## config.mk

```make
export PLATFORM = sky130hd
export DESIGN_NAME = seg7_mux_n
export DESIGN_NICKNAME = d
export VERILOG_FILES = /design/src/rtl/seg7_mux_n.sv
export SDC_FILE = /design/constraint.sdc
export NUM_CORES = 1
export LEC_CHECK = 0
export ABC_AREA = 1
export BUFFER_PORTS_ARGS = -buffer_cell sky130_fd_sc_hd__buf_2
export CORE_UTILIZATION = 50
export CTS_CLUSTER_SIZE = 30
export DETAILED_ROUTE_END_ITERATION = 8
export PLACE_DENSITY_LB_ADDON = 0.1
export SETUP_SLACK_MARGIN = 0.4
export SYNTH_ARGS = -nofsm -noshare
export SYNTH_HDL_FRONTEND = slang
export SYNTH_SLANG_ARGS = --single-unit
```

## constraint.sdc

```tcl
create_clock -name clk -period 2.1 [get_ports clk]
set_input_delay 0.21 -clock clk [delete_from_list [all_inputs] [get_ports clk]]
set_output_delay 0.21 -clock clk [all_outputs]
set_load 0.03 [all_outputs]
```

## src/rtl/seg7_mux_n.sv

```systemverilog
// Time-multiplexed NDIG-digit hex seven-segment driver with frame-aligned
// double-buffered loads, per-digit blanking, leading-zero suppression and dead-time.
module seg7_mux_n #(
    parameter int NDIG      = 4,
    parameter int DIV       = 333334,
    parameter int BLANK_CYC = 16,
    localparam int SW       = (NDIG > 1) ? $clog2(NDIG) : 1,
    localparam int CW       = (DIV > 1) ? $clog2(DIV) : 1
) (
    input  logic              clk,
    input  logic              reset,
    input  logic              load,
    input  logic [4*NDIG-1:0] digits,
    input  logic [NDIG-1:0]   blank_mask,
    input  logic              lz_suppress,
    output logic [NDIG-1:0]   an,
    output logic [6:0]        seg,
    output logic [SW-1:0]     sel,
    output logic              frame
);

    localparam logic [CW-1:0] CNT_LAST = CW'(DIV - 1);
    localparam logic [SW-1:0] SEL_LAST = SW'(NDIG - 1);

    function automatic logic [6:0] hex7(input logic [3:0] n);
        case (n)
            4'h0: hex7 = 7'h40;  4'h1: hex7 = 7'h79;
            4'h2: hex7 = 7'h24;  4'h3: hex7 = 7'h30;
            4'h4: hex7 = 7'h19;  4'h5: hex7 = 7'h12;
            4'h6: hex7 = 7'h02;  4'h7: hex7 = 7'h78;
            4'h8: hex7 = 7'h00;  4'h9: hex7 = 7'h18;
            4'hA: hex7 = 7'h08;  4'hB: hex7 = 7'h03;
            4'hC: hex7 = 7'h27;  4'hD: hex7 = 7'h21;
            4'hE: hex7 = 7'h06;  default: hex7 = 7'h0E;
        endcase
    endfunction

    logic [CW-1:0]     cnt_q, cnt_d;
    logic [SW-1:0]     sel_q, sel_d;
    logic [4*NDIG-1:0] shd_dig_q, shd_dig_d, act_dig_q, act_dig_d;
    logic [NDIG-1:0]   shd_blk_q, shd_blk_d, act_blk_q, act_blk_d;
    logic              pend_q, pend_d;
    logic [NDIG-1:0]   an_q, an_d;
    logic [6:0]        seg_q, seg_d;
    logic              frame_w;
    logic [NDIG-1:0]   lz_vec;
    logic              upper_zero;
    logic [3:0]        nib;
    logic              dark;

    assign frame_w = (cnt_q == CNT_LAST) && (sel_q == SEL_LAST);

    always_comb begin
        cnt_d = cnt_q + 1'b1;
        sel_d = sel_q;
        if (cnt_q == CNT_LAST) begin
            cnt_d = '0;
            sel_d = (sel_q == SEL_LAST) ? '0 : sel_q + 1'b1;
        end
    end

    // Active registers only change at the frame boundary so a frame never tears.
    always_comb begin
        shd_dig_d = shd_dig_q;
        shd_blk_d = shd_blk_q;
        act_dig_d = act_dig_q;
        act_blk_d = act_blk_q;
        pend_d    = pend_q;
        if (load && frame_w) begin
            shd_dig_d = digits;
            shd_blk_d = blank_mask;
            act_dig_d = digits;
            act_blk_d = blank_mask;
            pend_d    = 1'b0;
        end else begin
            if (frame_w && pend_q) begin
                act_dig_d = shd_dig_q;
                act_blk_d = shd_blk_q;
                pend_d    = 1'b0;
            end
            if (load) begin
                shd_dig_d = digits;
                shd_blk_d = blank_mask;
                pend_d    = 1'b1;
            end
        end
    end

    // A digit is a leading zero when it and every more-significant digit are zero.
    always_comb begin
        upper_zero = 1'b1;
        lz_vec     = '0;
        for (int i = NDIG - 1; i >= 0; i--) begin
            upper_zero = upper_zero && (act_dig_q[4*i +: 4] == 4'h0);
            lz_vec[i]  = lz_suppress && (i > 0) && upper_zero;
        end
    end

    always_comb begin
        nib  = act_dig_q[4*int'(sel_q) +: 4];
        dark = (int'(cnt_q) < BLANK_CYC) || act_blk_q[sel_q] || lz_vec[sel_q];
        an_d  = dark ? '1 : ~(NDIG'(1) << sel_q);
        seg_d = dark ? 7'h7F : hex7(nib);
    end

    always_ff @(posedge clk or posedge reset) begin
        if (reset) begin
            cnt_q     <= '0;
            sel_q     <= '0;
            shd_dig_q <= '0;
            shd_blk_q <= '0;
            act_dig_q <= '0;
            act_blk_q <= '0;
            pend_q    <= 1'b0;
            an_q      <= '1;
            seg_q     <= 7'h7F;
        end else begin
            cnt_q     <= cnt_d;
            sel_q     <= sel_d;
            shd_dig_q <= shd_dig_d;
            shd_blk_q <= shd_blk_d;
            act_dig_q <= act_dig_d;
            act_blk_q <= act_blk_d;
            pend_q    <= pend_d;
            an_q      <= an_d;
            seg_q     <= seg_d;
        end
    end

    assign an    = an_q;
    assign seg   = seg_q;
    assign sel   = sel_q;
    assign frame = frame_w;

endmodule
```

==> flow_metrics.env, run 1 <==
export IMPL_insertion_delay_ns=0.36
export IMPL_placed_area_mm2=0.004140
export IMPL_hold_viol_final=0
export IMPL_path_buf_inv=4
export IMPL_status="complete, no violations"
export IMPL_grt_max_degree=74
export IMPL_cts_sinks=73
export IMPL_ys_types=34
export IMPL_synth_top_family_by_area="simple AND/OR/NAND/NOR gates"
export IMPL_diodes=0
export IMPL_design_area_mm2=0.005091
export IMPL_synth_xor_area_share_pct=2.287
export IMPL_finalSetupTns_ns=0
export IMPL_fin_nets=626
export IMPL_synth_nets=539
export IMPL_synth_yosys_seq_area_share_pct=48.06
export IMPL_synth_simple_area_share_pct=31.00
export IMPL_core_area_mm2=0.007331
export IMPL_max_clock_freq_mhz=547.5
export IMPL_die_h_um=89.52
export IMPL_htreeDepth=3
export IMPL_rows=31
export IMPL_hold_slack_ns=0.07731
export IMPL_critPathLaunchType="flop"
export IMPL_place_congestion=0.9589
export IMPL_p_total_uw=2821
export IMPL_max_slew_margin_pct=68.07
export IMPL_drt_iter0_markers=176
export IMPL_drt_wl_total_mm=10.26
export IMPL_grt_ovfl_total=0
export IMPL_cts_buffers=9
export IMPL_multi_input_area_mm2=0.001936
export IMPL_critPathRequiredTime_ns=1.89
export IMPL_path_delay_family="simple AND/OR/NAND/NOR gates"
export IMPL_final_layout_size_suffix_gt1_share_pct=32.21
export IMPL_wl_per_cell_um=14.77
export IMPL_die_w_um=89.52
export IMPL_yosys_warnings=0
export IMPL_antenna_found_initial=0
export IMPL_grt_pass1_vias=3079
export IMPL_cts_root_buf="clkbuf_8"
export IMPL_rsz0062_at_grt="true"
export IMPL_clock_path_buffers=2
export IMPL_critical_path_class="reg -> out"
export IMPL_fillers=587
export IMPL_max_slew_worst_pin_slew_ns=0.4753
export IMPL_dp_hpwl_mm=5.975
export IMPL_synth_seq_cells=73
export IMPL_clkTransAtPathRegs_ns=0.08
export IMPL_powerDensity_mw_per_mm2=554.1
export IMPL_finalSetupViolCount=0
export IMPL_leakage_uw=0.002649
export IMPL_vias_per_cell=5.292
export IMPL_hp_class="in -> reg"
export IMPL_first_pass_iters=6
export IMPL_io_pins=38
export IMPL_final_max_slew_violation_count=0
export IMPL_fin_skew_ns=0.01105
export IMPL_fin_crit_sh_pct=86.97
export IMPL_syn_avg_cell_area_um2=7.599
export IMPL_routed_via_count=3678
export IMPL_track_usage_pct=24.32
export IMPL_worst_path_max_delay_cell="dfrtp_1"
export IMPL_synth_compound_area_share_pct=6.338
export IMPL_cts_tree="built"
export IMPL_max_stage_delay_ns=0.42
export IMPL_start_util_pct=52.24
export IMPL_end_kind="output port"
export IMPL_ir_drop_mv=0.4891
export IMPL_die_area_mm2=0.008014
export IMPL_arrival_ns=1.62
export IMPL_drc=0
export IMPL_cap_viol_max_count=0
export IMPL_port_buffers=37
export IMPL_syn2layout_area_growth_pct=32.93
export IMPL_ant_nets=0
export IMPL_seq_area_mm2=0.001851
export IMPL_synthAdderAreaFrac_pct=3.594
export IMPL_final_min_clock_period_ns=1.826
export IMPL_path_cells="inv_2 > nand2_2 > nor3_4 > inv_2 > nor2_4 > nand2_2 > clkinv_2 > buf_6"
export IMPL_syn_cell_area_mm2=0.003830
export IMPL_synthMuxAreaShare_pct=0
export IMPL_postSynthCellCount=504
export IMPL_cp_max_fo=3
export IMPL_grt_pass1_wl_mm=14.49
[cells by family (layout without fill, tap and decap cells)]
family | Yosys count | count (layout)
AO/OA/AOI/OAI | 45 | 45
AND/OR/NAND/NOR | 283 | 285
XOR/XNOR | 10 | 10
buffers and inverters | 82 | 172
adder cells (fa/ha/maj) | 11 | 11
flip-flops | 73 | 73
[layout make-up]
type	instances	share of cell area, %
clock inverters	6	1.794
flip-flops and latches	73	36.35
clock buffers	10	2.507
repair inverters	1	0.09830
repair buffers	87	13.44
inverters	68	5.358
well taps	99	2.433
multi-input cells	351	38.02
[routing by layer]
metal	track usage [%]	vias to the layer above	wire, um
li1	-	1762	-
met1	31.94	1733	4315
met2	39.63	157	5109
met3	5.725	26	608
met4	8.225	0	229
met5	0	-	0
[worst min-delay path: stages]
cell	delay (ns)
buf_2	0.07
nand2_1	0.04
nand2_1	0.08
[metrics by stage]
step / std cells / setup WS [ns] / utilization [%]
2_1_floorplan: 504 / 0.4079 / -
3_3_place_gp: 631 / 0.2549 / 56.48
3_5_place_dp: 631 / 0.1605 / 56.48
4_1_cts: 660 / 0.2210 / 61.50
5_1_grt: 695 / 0.1979 / 69.45
6_report: 695 / 0.2736 / 69.45
[sequential cells by signal, indices dropped and copies added (netlist names)]
signal     count
pend_q         1
act_dig_q     16
an             4
act_blk_q      4
sel            2
shd_blk_q      4
shd_dig_q     16
seg            7
cnt_q         19
[layout by cell type (no fill, tap or decap), types with 3 or more instances in the layout]
master,count
nand2_2,15
a21oi_1,19
buf_6,11
nand4_1,10
nor3_1,11
clkinv_2,3
xor2_1,10
dfrtp_1,54
ha_1,3
nor2_1,59
ha_4,6
nor2_4,8
inv_2,10
o21ai_2,5
nand3_1,26
inv_1,51
nand2_1,136
clkinv_4,3
buf_2,36
dfstp_2,11
dfrtp_2,8
o21ai_1,7
clkbuf_8,9
clkbuf_16,3
nor2_2,7
o211ai_1,3
inv_4,3
buf_4,34
o21ai_0,6
[worst paths after layout]
check                                   start             to  slack (ns)  depth (start not counted)
worst max-delay path                cnt_q[15]          frame        0.27                          8
worst min-delay path               digits[13]  shd_dig_q[13]        0.08                          3
worst max register to register         sel[0]         seg[0]        0.32                          9
worst min register to register  shd_dig_q[13]  shd_dig_q[13]        0.49                          2
max in group asynchronous               reset         seg[1]        1.26                          4
min in group asynchronous               reset       cnt_q[9]        0.51                          4
[cells in the mapped netlist (all sizes together)]
| master | n | area [um2] |
|---|---|---|
| nand2 | 153 | 576.8 |
| nor2 | 73 | 289.0 |
| inv | 66 | 247.7 |
| dfrtp | 62 | 1551 |
| nand3 | 28 | 140.1 |
| a21oi | 19 | 95.09 |
| o21ai | 19 | 98.84 |
| nor3 | 14 | 80.08 |
| buf | 12 | 70.06 |
| dfstp | 11 | 289.0 |
| ha | 11 | 137.6 |
| nand4 | 11 | 75.07 |
| xor2 | 10 | 87.58 |
| o211ai | 3 | 22.52 |
| clkbuf | 2 | 8.750 |
| clkinv | 2 | 7.510 |
| o22ai | 2 | 12.51 |
| or2 | 2 | 12.51 |
| a211oi | 1 | 7.510 |
| a31oi | 1 | 6.260 |
| nor3b | 1 | 7.510 |
| nor4 | 1 | 6.260 |
[power breakdown]
part / leakage (uW) / internal [uW] / total, uW / switching (uW)
clock: 0.000111 / 676 / 1240 / 564
combinational: 0.00166 / 46.0 / 134 / 87.6
sequential: 0.000876 / 1440 / 1450 / 8.77
[repair_timing]
item / CTS / global route
setup endpoints to repair: 31 / 34
setup buffers: 12 / 28
hold endpoints to repair: 62 / 0
hold buffers: 1 / 0
gates cloned: 0 / 7
pin swaps: 3 / 24
gates resized for setup: 17 / 78
Note: power is estimated with default switching activity, not from simulation.
==> inputs of run 2 (changes only) <==
--- a/config.mk
+++ b/config.mk
@@ -10,8 +10,8 @@
 export CORE_UTILIZATION = 50
 export CTS_CLUSTER_SIZE = 30
 export DETAILED_ROUTE_END_ITERATION = 8
+export GPL_TIMING_DRIVEN = 0
 export PLACE_DENSITY_LB_ADDON = 0.1
-export SETUP_SLACK_MARGIN = 0.4
 export SYNTH_ARGS = -nofsm -noshare
 export SYNTH_HDL_FRONTEND = slang
 export SYNTH_SLANG_ARGS = --single-unit
==> constraint.sdc (replaced) <==
create_clock -name clk -period 2.1 [get_ports clk]
set_input_delay 0.42 -clock clk [delete_from_list [all_inputs] [get_ports clk]]
set_output_delay 0.42 -clock clk [all_outputs]
set_load 0.03 [all_outputs]
==> run 2 against run 1 <==
Clock-buffer cell count grew 3. Routed wire length shrank 17%. Critical path depth grew 1.
==> flow_metrics.env, run 2 (synthesis results as in run 1) <==
export IMPL_die_h_um=89.52
export IMPL_hp_class="in -> async"
export IMPL_cts_tree="built"
export IMPL_routed_via_count=3277
export IMPL_diodes=0
export IMPL_cp_max_fo=2
export IMPL_vias_per_cell=4.906
export IMPL_largest_reg_flops=19
export IMPL_die_w_um=89.52
export IMPL_port_buffers=36
export IMPL_first_pass_iters=4
export IMPL_p_total_uw=2556
export IMPL_critPathLaunchType="flop"
export IMPL_critPathRequiredTime_ns=1.68
export IMPL_final_cell_mix="nand2_1, nor2_1, inv_1"
export IMPL_final_max_slew_violation_count=0
export IMPL_max_slew_margin_pct=64.94
export IMPL_ir_drop_mv=0.3365
export IMPL_drt_iter0_markers=148
export IMPL_max_slew_worst_pin_slew_ns=0.5248
export IMPL_p_seq_share_pct=56.7
export IMPL_rsz0062_at_grt="true"
export IMPL_status="complete, no violations"
export IMPL_end_kind="output port"
export IMPL_fin_nets=599
export IMPL_drt_wl_total_mm=8.516
export IMPL_hold_slack_ns=0.1038
export IMPL_finalSetupViolCount=0
export IMPL_wl_per_cell_um=12.75
export IMPL_powerDensity_mw_per_mm2=570.0
export IMPL_grt_pass1_wl_mm=14.17
export IMPL_insertion_delay_ns=0.35
export IMPL_arrival_ns=1.61
export IMPL_start_util_pct=52.24
export IMPL_dp_hpwl_mm=6.365
export IMPL_pwr_share_clk_pct=38.1
export IMPL_p_int_uw=1947
export IMPL_cts_root_buf="clkbuf_8"
export IMPL_fin_skew_ns=0.01058
export IMPL_grt_ovfl_total=0
export IMPL_cts_sinks=73
export IMPL_cts_buffers=9
export IMPL_place_congestion=0.8761
export IMPL_grt_pass1_vias=3013
export IMPL_placed_area_mm2=0.004178
export IMPL_grt_max_degree=28
export IMPL_fin_crit_sh_pct=96.53
export IMPL_rows=31
export IMPL_critical_path_class="reg -> out"
export IMPL_hold_viol_final=0
export IMPL_clkTransAtPathRegs_ns=0.08
export IMPL_track_usage_pct=24.14
export IMPL_r2r_cells=10
export IMPL_final_min_clock_period_ns=2.027
export IMPL_switchingPower_uw=609.0
export IMPL_final_common_cell="nand2_1"
export IMPL_switching_share_pct=23.83
export IMPL_share_comb_of_total_power_pct=5.3
export IMPL_leakage_uw=0.002387
export IMPL_drc=0
export IMPL_antenna_found_initial=0
export IMPL_die_area_mm2=0.008014
export IMPL_ant_nets=0
export IMPL_regMostFlops="cnt_q"
export IMPL_top_regs="cnt_q x19, act_dig_q x16, shd_dig_q x16"
export IMPL_core_area_mm2=0.007331
export IMPL_cap_viol_max_count=0
export IMPL_max_clock_freq_mhz=493.3
export IMPL_io_pins=38
export IMPL_htreeDepth=3
export IMPL_design_area_mm2=0.004484
export IMPL_final_layout_size_suffix_gt1_share_pct=21.09
export IMPL_syn2layout_area_growth_pct=17.09
export IMPL_clock_path_buffers=2
-- run 2: cell types whose count changed in the layout (fill, tap and decap cells not counted), moves of 6 or more --
cell / change
ha_1: +7
nand2_2: -11
buf_4: -20
nor2_1: +8
ha_4: -6
buf_6: -9
nand2_1: +12
buf_2: +6
nor2_4: -7
inv_1: +6
-- run 2: worst max-delay path, stage by stage (launching register included) --
cell and delay, ns:
dfrtp_1 0.40, inv_1 0.06, ha_2 0.17, nand4_1 0.10, nor2_1 0.13, nand2_2 0.07, nor2_4 0.10, nand2_2 0.06
clkinv_2 0.06, buf_6 0.12
-- run 2: what timing repair did --
action,CTS,global route
hold buffers,0,0
pin swaps,3,4
setup endpoints to repair,1,2
gates resized for setup,9,13
buffers inserted,7,5
-- run 2: path summary, 6_finish.rpt --
check	endpoint	from	slack, ns
min in group clk	shd_dig_q[11]	digits[11]	0.29
min	cnt_q[15]	reset	0.10
max	frame	cnt_q[1]	0.07
max in group asynchronous	seg[4]	reset	1.43
min reg2reg	shd_dig_q[13]	shd_dig_q[13]	0.47
max reg2reg	cnt_q[10]	cnt_q[1]	0.10
-- run 2: power by group through the flow --
| stage | clock [uW] | combinational [uW] | sequential [uW] |
|---|---|---|---|
| finish | 973 | 135 | 1450 |
| global route | 1070 | 157 | 1450 |
| CTS | 1000 | 139 | 1450 |
| detailed placement | 0 | 138 | 1480 |
| global placement | 0 | 125 | 1470 |
| floorplan | 0 | 85.6 | 1470 |
-- run 2: layout make-up --
class,instances,area (um2)
buffer,13,73.82
fill,708,2846
clock inverter,3,17.52
tap,99,123.9
multi-input combinational,349,1695
inverter,68,260.3
sequential,73,1848
clock buffer,13,148.9
timing repair buffer,50,316.6
-- run 2: per-stage QoR --
stage	TNS (ns)	utilization, %	setup WS [ns]	instances
after floorplan	0	-	0.2524	504
after global placement	-0.01376	56.44	-0.01376	639
after detailed placement	-0.0003211	56.99	-0.0003211	641
after CTS	0	60.33	0.006385	664
after global routing	-0.02850	61.17	-0.02695	668
final	0	61.17	0.07278	668
-- run 2: per-layer routing --
layer  GRT usage (%)  vias up  routed length (um)  share of wire, %
met1           33.75     1493                4039                47
li1                -     1695                   -                 -
met4           8.081        0                 108               1.3
met5               0        -                   0                 0
met3           5.910       13                 411               4.8
met2           36.92       76                3957                46
